[src/rtl/ps2_key_ctrl_if.sv]
// Signal bundle between the PS/2 pins, the key controller and the game core.
// The slave side is the controller; the master side drives the pins and consumes the key state.
interface ps2_key_ctrl_if;
  logic       PS2_CLK;
  logic       PS2_DATA;
  logic       BTN_CENTER;
  logic       BTN_UP;
  logic       BTN_DOWN;
  logic       BTN_LEFT;
  logic       BTN_RIGHT;
  logic       SCAN_VALID;
  logic [7:0] SCAN_CODE;
  logic       SCAN_EXT;
  logic       SCAN_BREAK;
  logic       FRAME_ERR;

  modport slave (
    input  PS2_CLK, PS2_DATA,
    output BTN_CENTER, BTN_UP, BTN_DOWN, BTN_LEFT, BTN_RIGHT,
    output SCAN_VALID, SCAN_CODE, SCAN_EXT, SCAN_BREAK, FRAME_ERR
  );

  modport master (
    output PS2_CLK, PS2_DATA,
    input  BTN_CENTER, BTN_UP, BTN_DOWN, BTN_LEFT, BTN_RIGHT,
    input  SCAN_VALID, SCAN_CODE, SCAN_EXT, SCAN_BREAK, FRAME_ERR
  );
endinterface

[src/rtl/ps2_key_ctrl.sv]
// PS/2 keyboard receiver: pin conditioning, 11-bit frame FSM with timeout,
// scan-code decoder and held-state for the five game buttons.
module ps2_key_ctrl #(
  parameter int FILTER_LEN     = 8,
  parameter int TIMEOUT_CYCLES = 25000
) (
  input  logic          CLK_25MHZ,
  input  logic          RESET_N,
  ps2_key_ctrl_if.slave bus
);

  localparam int FL_W = (FILTER_LEN > 1) ? $clog2(FILTER_LEN) : 1;
  localparam int TO_W = $clog2(TIMEOUT_CYCLES);

  typedef enum logic [1:0] {S_IDLE, S_DATA, S_PARITY, S_STOP} state_t;

  logic            r_clk_s1, r_clk_s2, r_dat_s1, r_dat_s2;
  logic            r_filt_clk;
  logic [FL_W-1:0] r_filt_cnt;
  logic            w_fall;

  state_t          r_state;
  logic [2:0]      r_bit_cnt;
  logic [7:0]      r_shift;
  logic            r_par;
  logic [TO_W-1:0] r_to_cnt;
  logic            r_byte_stb;
  logic            r_frame_err;

  logic            r_ext, r_brk;
  logic            r_scan_valid, r_scan_ext, r_scan_brk;
  logic [7:0]      r_scan_code;
  logic            r_btn_c, r_btn_u, r_btn_d, r_btn_l, r_btn_r;

  // Synchronisers and clock filter; idle PS/2 lines are high, so they reset high.
  // NOTE: sequential state uses non-blocking assignments so every flop samples pre-edge values.
  always_ff @(posedge CLK_25MHZ or negedge RESET_N) begin
    if (!RESET_N) begin
      r_clk_s1   <= 1'b1;
      r_clk_s2   <= 1'b1;
      r_dat_s1   <= 1'b1;
      r_dat_s2   <= 1'b1;
      r_filt_clk <= 1'b1;
      r_filt_cnt <= '0;
    end else begin
      r_clk_s1 <= bus.PS2_CLK;
      r_clk_s2 <= r_clk_s1;
      r_dat_s1 <= bus.PS2_DATA;
      r_dat_s2 <= r_dat_s1;
      if (r_clk_s2 == r_filt_clk) begin
        r_filt_cnt <= '0;
      end else if (r_filt_cnt == FL_W'(FILTER_LEN - 1)) begin
        r_filt_clk <= r_clk_s2;
        r_filt_cnt <= '0;
      end else begin
        r_filt_cnt <= r_filt_cnt + 1'b1;
      end
    end
  end

  // High in the cycle the filtered clock is about to go 1->0.
  assign w_fall = r_filt_clk && !r_clk_s2 && (r_filt_cnt == FL_W'(FILTER_LEN - 1));

  always_ff @(posedge CLK_25MHZ or negedge RESET_N) begin
    if (!RESET_N) begin
      r_state     <= S_IDLE;
      r_bit_cnt   <= '0;
      r_shift     <= '0;
      r_par       <= 1'b0;
      r_to_cnt    <= '0;
      r_byte_stb  <= 1'b0;
      r_frame_err <= 1'b0;
    end else begin
      r_byte_stb  <= 1'b0;
      r_frame_err <= 1'b0;
      if (w_fall) begin
        // An edge on the timeout terminal count takes priority over the timeout.
        r_to_cnt <= '0;
        unique case (r_state)
          S_IDLE: if (!r_dat_s2) begin
            r_state   <= S_DATA;
            r_bit_cnt <= '0;
          end
          S_DATA: begin
            r_shift   <= {r_dat_s2, r_shift[7:1]};
            r_bit_cnt <= r_bit_cnt + 3'd1;
            if (r_bit_cnt == 3'd7) r_state <= S_PARITY;
          end
          S_PARITY: begin
            r_par   <= r_dat_s2;
            r_state <= S_STOP;
          end
          S_STOP: begin
            if (r_dat_s2 && (^{r_shift, r_par})) r_byte_stb  <= 1'b1;
            else                                 r_frame_err <= 1'b1;
            r_state <= S_IDLE;
          end
          default: r_state <= S_IDLE;
        endcase
      end else if (r_state == S_IDLE) begin
        r_to_cnt <= '0;
      end else if (r_to_cnt == TO_W'(TIMEOUT_CYCLES - 1)) begin
        r_to_cnt    <= '0;
        r_frame_err <= 1'b1;
        r_state     <= S_IDLE;
      end else begin
        r_to_cnt <= r_to_cnt + 1'b1;
      end
    end
  end

  // Decoder: r_shift holds the completed byte while r_byte_stb is high.
  always_ff @(posedge CLK_25MHZ or negedge RESET_N) begin
    if (!RESET_N) begin
      r_ext        <= 1'b0;
      r_brk        <= 1'b0;
      r_scan_valid <= 1'b0;
      r_scan_code  <= '0;
      r_scan_ext   <= 1'b0;
      r_scan_brk   <= 1'b0;
      r_btn_c      <= 1'b0;
      r_btn_u      <= 1'b0;
      r_btn_d      <= 1'b0;
      r_btn_l      <= 1'b0;
      r_btn_r      <= 1'b0;
    end else begin
      r_scan_valid <= 1'b0;
      if (r_frame_err) begin
        r_ext <= 1'b0;
        r_brk <= 1'b0;
      end else if (r_byte_stb) begin
        case (r_shift)
          8'hE0: r_ext <= 1'b1;
          8'hF0: r_brk <= 1'b1;
          8'hAA, 8'hFA, 8'hEE, 8'hFE, 8'h00, 8'hFF: begin
            r_ext <= 1'b0;
            r_brk <= 1'b0;
          end
          default: begin
            r_scan_valid <= 1'b1;
            r_scan_code  <= r_shift;
            r_scan_ext   <= r_ext;
            r_scan_brk   <= r_brk;
            r_ext        <= 1'b0;
            r_brk        <= 1'b0;
            if (!r_ext && r_shift == 8'h29) r_btn_c <= !r_brk;
            if (r_ext) begin
              case (r_shift)
                8'h75:   r_btn_u <= !r_brk;
                8'h72:   r_btn_d <= !r_brk;
                8'h6B:   r_btn_l <= !r_brk;
                8'h74:   r_btn_r <= !r_brk;
                default: ;
              endcase
            end
          end
        endcase
      end
    end
  end

  assign bus.SCAN_VALID = r_scan_valid;
  assign bus.SCAN_CODE  = r_scan_code;
  assign bus.SCAN_EXT   = r_scan_ext;
  assign bus.SCAN_BREAK = r_scan_brk;
  assign bus.FRAME_ERR  = r_frame_err;
  assign bus.BTN_CENTER = r_btn_c;
  assign bus.BTN_UP     = r_btn_u;
  assign bus.BTN_DOWN   = r_btn_d;
  assign bus.BTN_LEFT   = r_btn_l;
  assign bus.BTN_RIGHT  = r_btn_r;

endmodule

[src/flat_wrapper.sv]
// flat-port wrapper written by rule: the top's interface ports become plain ports
module ps2_key_ctrl_flat 
#(
  parameter int FILTER_LEN     = 8,
  parameter int TIMEOUT_CYCLES = 25000
)
  (CLK_25MHZ, RESET_N, bus_PS2_CLK, bus_PS2_DATA, bus_BTN_CENTER, bus_BTN_UP, bus_BTN_DOWN, bus_BTN_LEFT, bus_BTN_RIGHT, bus_SCAN_VALID, bus_SCAN_CODE, bus_SCAN_EXT, bus_SCAN_BREAK, bus_FRAME_ERR);
  ps2_key_ctrl_if bus_i ();
  input  logic CLK_25MHZ;
  input  logic RESET_N;
  input wire logic [$bits(bus_i.PS2_CLK)-1:0] bus_PS2_CLK;
  input wire logic [$bits(bus_i.PS2_DATA)-1:0] bus_PS2_DATA;
  output wire logic [$bits(bus_i.BTN_CENTER)-1:0] bus_BTN_CENTER;
  output wire logic [$bits(bus_i.BTN_UP)-1:0] bus_BTN_UP;
  output wire logic [$bits(bus_i.BTN_DOWN)-1:0] bus_BTN_DOWN;
  output wire logic [$bits(bus_i.BTN_LEFT)-1:0] bus_BTN_LEFT;
  output wire logic [$bits(bus_i.BTN_RIGHT)-1:0] bus_BTN_RIGHT;
  output wire logic [$bits(bus_i.SCAN_VALID)-1:0] bus_SCAN_VALID;
  output wire logic [$bits(bus_i.SCAN_CODE)-1:0] bus_SCAN_CODE;
  output wire logic [$bits(bus_i.SCAN_EXT)-1:0] bus_SCAN_EXT;
  output wire logic [$bits(bus_i.SCAN_BREAK)-1:0] bus_SCAN_BREAK;
  output wire logic [$bits(bus_i.FRAME_ERR)-1:0] bus_FRAME_ERR;
  assign bus_i.PS2_CLK = bus_PS2_CLK;
  assign bus_i.PS2_DATA = bus_PS2_DATA;
  assign bus_BTN_CENTER = bus_i.BTN_CENTER;
  assign bus_BTN_UP = bus_i.BTN_UP;
  assign bus_BTN_DOWN = bus_i.BTN_DOWN;
  assign bus_BTN_LEFT = bus_i.BTN_LEFT;
  assign bus_BTN_RIGHT = bus_i.BTN_RIGHT;
  assign bus_SCAN_VALID = bus_i.SCAN_VALID;
  assign bus_SCAN_CODE = bus_i.SCAN_CODE;
  assign bus_SCAN_EXT = bus_i.SCAN_EXT;
  assign bus_SCAN_BREAK = bus_i.SCAN_BREAK;
  assign bus_FRAME_ERR = bus_i.FRAME_ERR;
  ps2_key_ctrl #(.FILTER_LEN(FILTER_LEN), .TIMEOUT_CYCLES(TIMEOUT_CYCLES)) u_core (.CLK_25MHZ(CLK_25MHZ), .RESET_N(RESET_N), .bus(bus_i));
endmodule
[config.mk]
export PLATFORM = sky130hd
export DESIGN_NAME = ps2_key_ctrl_flat
export DESIGN_NICKNAME = d
export VERILOG_FILES = /design/src/rtl/ps2_key_ctrl_if.sv /design/src/rtl/ps2_key_ctrl.sv /design/src/flat_wrapper.sv
export SDC_FILE = /design/constraint.sdc
export NUM_CORES = 1
export LEC_CHECK = 0
export BUFFER_PORTS_ARGS = -buffer_cell sky130_fd_sc_hd__buf_2
export CAP_MARGIN = 20
export CORE_MARGIN = 5
export CORE_UTILIZATION = 55
export CTS_CLUSTER_DIAMETER = 80
export DETAILED_ROUTE_END_ITERATION = 16
export MAX_ROUTING_LAYER = met4
export PLACE_DENSITY = 0.74
export SLEW_MARGIN = 15
export SYNTH_ARGS = -nofsm -noshare
export SYNTH_HDL_FRONTEND = slang
export SYNTH_SLANG_ARGS = --single-unit
[constraint.sdc]
create_clock -name CLK_25MHZ -period 4.3 [get_ports CLK_25MHZ]
set_input_delay 0.215 -clock CLK_25MHZ [delete_from_list [all_inputs] [get_ports CLK_25MHZ]]
set_output_delay 0.215 -clock CLK_25MHZ [all_outputs]
set_load 0.1 [all_outputs]
==> reports/qor.csv <==
stage;metric;value;unit
floorplan;Die Span Y;80.5;µm
final_layout;area of the multi-input gates;1210;µm²
place;Final Wtd Congestion;0.816;
sta;Slew HR;0.370;
critical_path;most used cell, CP;a21oi_1;
sta;Slew Viols, Final;0;
outcome;outcome;finished clean;
synthesis;mean post-synth cell area;10.5;µm²
synthesis;EDFF count, synth;0;
final_layout;Seq. cell area;1430;µm²
critical_path;ordered list of cells on the worst path;or4_4 -> a21oi_1 -> a21oi_1 -> nor3b_2 -> mux2_2;
synthesis;sequential share of the synthesized area;0.525;
cts;CTS sink count;57;
synthesis;synth warn;0;
critical_path;CP max FO;11;
synthesis;FF+latch count, synth;57;
cts;worst skew pair latency;0.34;ns
sta;fmax;413;MHz
sta;final hold vios;0;
worst_hold_path;Worst Hold Class;input port to async pin;
drt;Vias;1835;
synthesis;Gate Count Post-Synth;261;
place;PortBufs;20;
floorplan;Die Width;80.5;µm
final_layout;Syn-to-layout area delta;11.7;%
critical_path;CP max-delay cell;nor3b_2;
synthesis;synthesized area;2730;µm²
final_layout;number of diodes;0;
global_route;total global-route track usage;0.178;
cts;htree depth;3;
drt;Routed WL;4680;µm
synthesis;Async SR Flop Fraction;1.00;
critical_path;critical path's top delay family;simple AND/OR/NAND/NOR gates;
critical_path;critical path launch point type;flip-flop;
critical_path;CP Launch Point;u_core.r_shift[0]$_DFFE_PN0P_;
final_layout;fill count;412;
critical_path;CP bufs+invs;0;
synthesis;synth cell count leaders;52 x dfrtp_1, 38 x nand2_1, 25 x nor2_1, 15 x o21ai_0, 13 x xnor2_1;
synthesis;post-synth top area share;0.476;
cts;clock tree from TritonCTS;done;
sta;setup violators final;0;
sta;clock skew;0.0125;ns
global_route;initial antenna violation count;0;
drt;DRT iter0 DRCs;166;
final_layout;layout cells sized above 1;0.185;
critical_path;crit path DAT;2.64;ns
global_route;global route overflow;0;
synthesis;top post-synthesis cells by area;dfrtp_1 48%, nand2_1 5.2%, dfstp_2 4.8%;
cts;postcts setup bufs;0;
cts;CTS max path bufs;2;
floorplan;num rows;25;
drt;drt pass-1 iters;4;
floorplan;total die area;6480;µm²
critical_path;WS Path Type;flip-flop to flip-flop;
synthesis;Primary FF master, synth;dfrtp_1;
job;Max-Cap Viols;0;
floorplan;# IOs;21;
drt;DRC;0;
floorplan;Core ar.;4790;µm²
drt;post-route ant nets;0;
global_route;pin count of the biggest net entering global routing;58;
place;DP Wirelength;3230;µm
cts;CTS Hold Bufs;2;
critical_path;worst-case reg-to-reg path depth;5;
sta;Total Neg Setup Slack;0;ns
sta;Least-Margin Pin Slew;0.940;ns
synthesis;most frequent cell after synthesis;dfrtp_1;
floorplan;Initial Util;0.571;
global_route;first-pass GRT wire length;8420;µm
cts;post-CTS resize count;0;
drt;per-cell routed wire length;13.2;µm
cts;CTS buffer count;9;
synthesis;syn nets;275;
critical_path;worst reg2reg path endpoint;u_core.bus.SCAN_EXT$_DFFE_PN0P_;
cts;Worst-path clk slew;0.06;ns
drt;DR vias/cell;5.18;
critical_path;r2r setup slk;1.88;ns
power;Pleak;1.45;nW
sta;Final Cycle Share;0.563;
place;placed cell area;2860;µm²
critical_path;CP max stage delay;0.82;ns
cts;CTS Root Cell;clkbuf_8;
synthesis;Yosys top cell by area;dfrtp_1;
sta;min cycle time layout;2.42;ns
synthesis;distinct cell type count of the synthesized netlist;42;
final_layout;design area;3050;µm²
global_route;vias in the first global route;1834;
power;Peak VDD IR;196;µV
final_layout;NumNets Final;296;
power;Power, Total;0.00102;W
critical_path;CP Capture Type;flip-flop;
critical_path;R2R Path Start;u_core.r_shift[0]$_DFFE_PN0P_;
sta;RSZ-0062 raised after global routing;false;
power;Cell Pwr Density;335;nW/µm²
critical_path;CP required;4.52;ns
==> layout make-up <==
| type | instances | area share |
|---|---|---|
| Clock buffer | 16 | 0.0558 |
| Tap cell | 67 | 0.0275 |
| Multi-Input combinational cell | 184 | 0.397 |
| Timing Repair Buffer | 23 | 0.0418 |
| Inverter | 7 | 0.00861 |
| Sequential cell | 57 | 0.470 |
==> layout by cell type, fill, tap and decap left out, types with 8 or more instances in the layout <==
| cell type | Yosys | final |
|---|---|---|
| nand4_1 | 8 | 8 |
| ha_1 | 10 | 10 |
| buf_2 | 2 | 20 |
| xnor2_1 | 13 | 13 |
| nor2_1 | 25 | 25 |
| dfrtp_1 | 52 | 52 |
| clkbuf_8 | 0 | 11 |
| o21ai_0 | 15 | 15 |
| nand3_1 | 8 | 8 |
| nand2_1 | 38 | 38 |
==> stage by stage <==
stage,cells,setup slack (ns),hold WS (ns),utilization
after global routing,354,1.70,0.0753,0.637
after CTS,354,1.90,0.0299,0.637
after floorplan,261,2.19,-0.0806,-
after detailed placement,336,1.90,0.322,0.598
after global placement,336,1.98,0.322,0.598
final,354,1.88,0.0108,0.637
==> sequential cells by signal (all words and copies together), names as in the netlist, 2 cells and up <==
name,count
u_core.bus.SCAN_CODE,8
u_core.r_bit_cnt,3
u_core.r_to_cnt,15
u_core.r_state,2
u_core.r_shift,8
u_core.r_filt_cnt,3
==> logic make-up (layout without fill, tap and decap cells) <==
| logic type | after synthesis | after routing | share of synthesized area |
|---|---|---|---|
| simple gates | 110 | 110 | 0.197 |
| flops | 57 | 57 | 0.525 |
| compound gates | 31 | 31 | 0.0678 |
| xor+xnor | 21 | 21 | 0.0724 |
| buf+inv | 20 | 46 | 0.0344 |
| mux | 12 | 12 | 0.0582 |
| fa+ha+maj | 10 | 10 | 0.0458 |
==> layer usage <==
layer | part of all wire | up-vias | global-route usage
met5 | 0 | - | -
met4 | 0.024 | 0 | 0.0794
met3 | 0.049 | 12 | 0.0639
met2 | 0.44 | 31 | 0.267
met1 | 0.48 | 862 | 0.218
li1 | - | 930 | -
==> worst max-delay path by stage <==
stage                     cells after the start                                 to
final                                         5    u_core.bus.SCAN_EXT$_DFFE_PN0P_
after global routing                          5    u_core.bus.SCAN_EXT$_DFFE_PN0P_
after CTS                                     5    u_core.bus.SCAN_EXT$_DFFE_PN0P_
after detailed placement                      5    u_core.bus.SCAN_EXT$_DFFE_PN0P_
after global placement                        5    u_core.bus.SCAN_EXT$_DFFE_PN0P_
after floorplan                               5  u_core.bus.BTN_CENTER$_DFFE_PN0P_
==> worst reg2reg max path: stages, from the launching register on <==
cell and delay, ns:
dfrtp_1 0.54, or4_4 0.22, a21oi_1 0.06, a21oi_1 0.25, nor3b_2 0.82, mux2_2 0.42
==> where the power goes <==
| group | total [W] | switching (W) | internal, W |
|---|---|---|---|
| registers | 0.000557 | 0.00000537 | 0.000552 |
| logic | 0.0000327 | 0.0000190 | 0.0000137 |
| clock network | 0.000433 | 0.000191 | 0.000242 |
(Power assumes the default switching activity.)
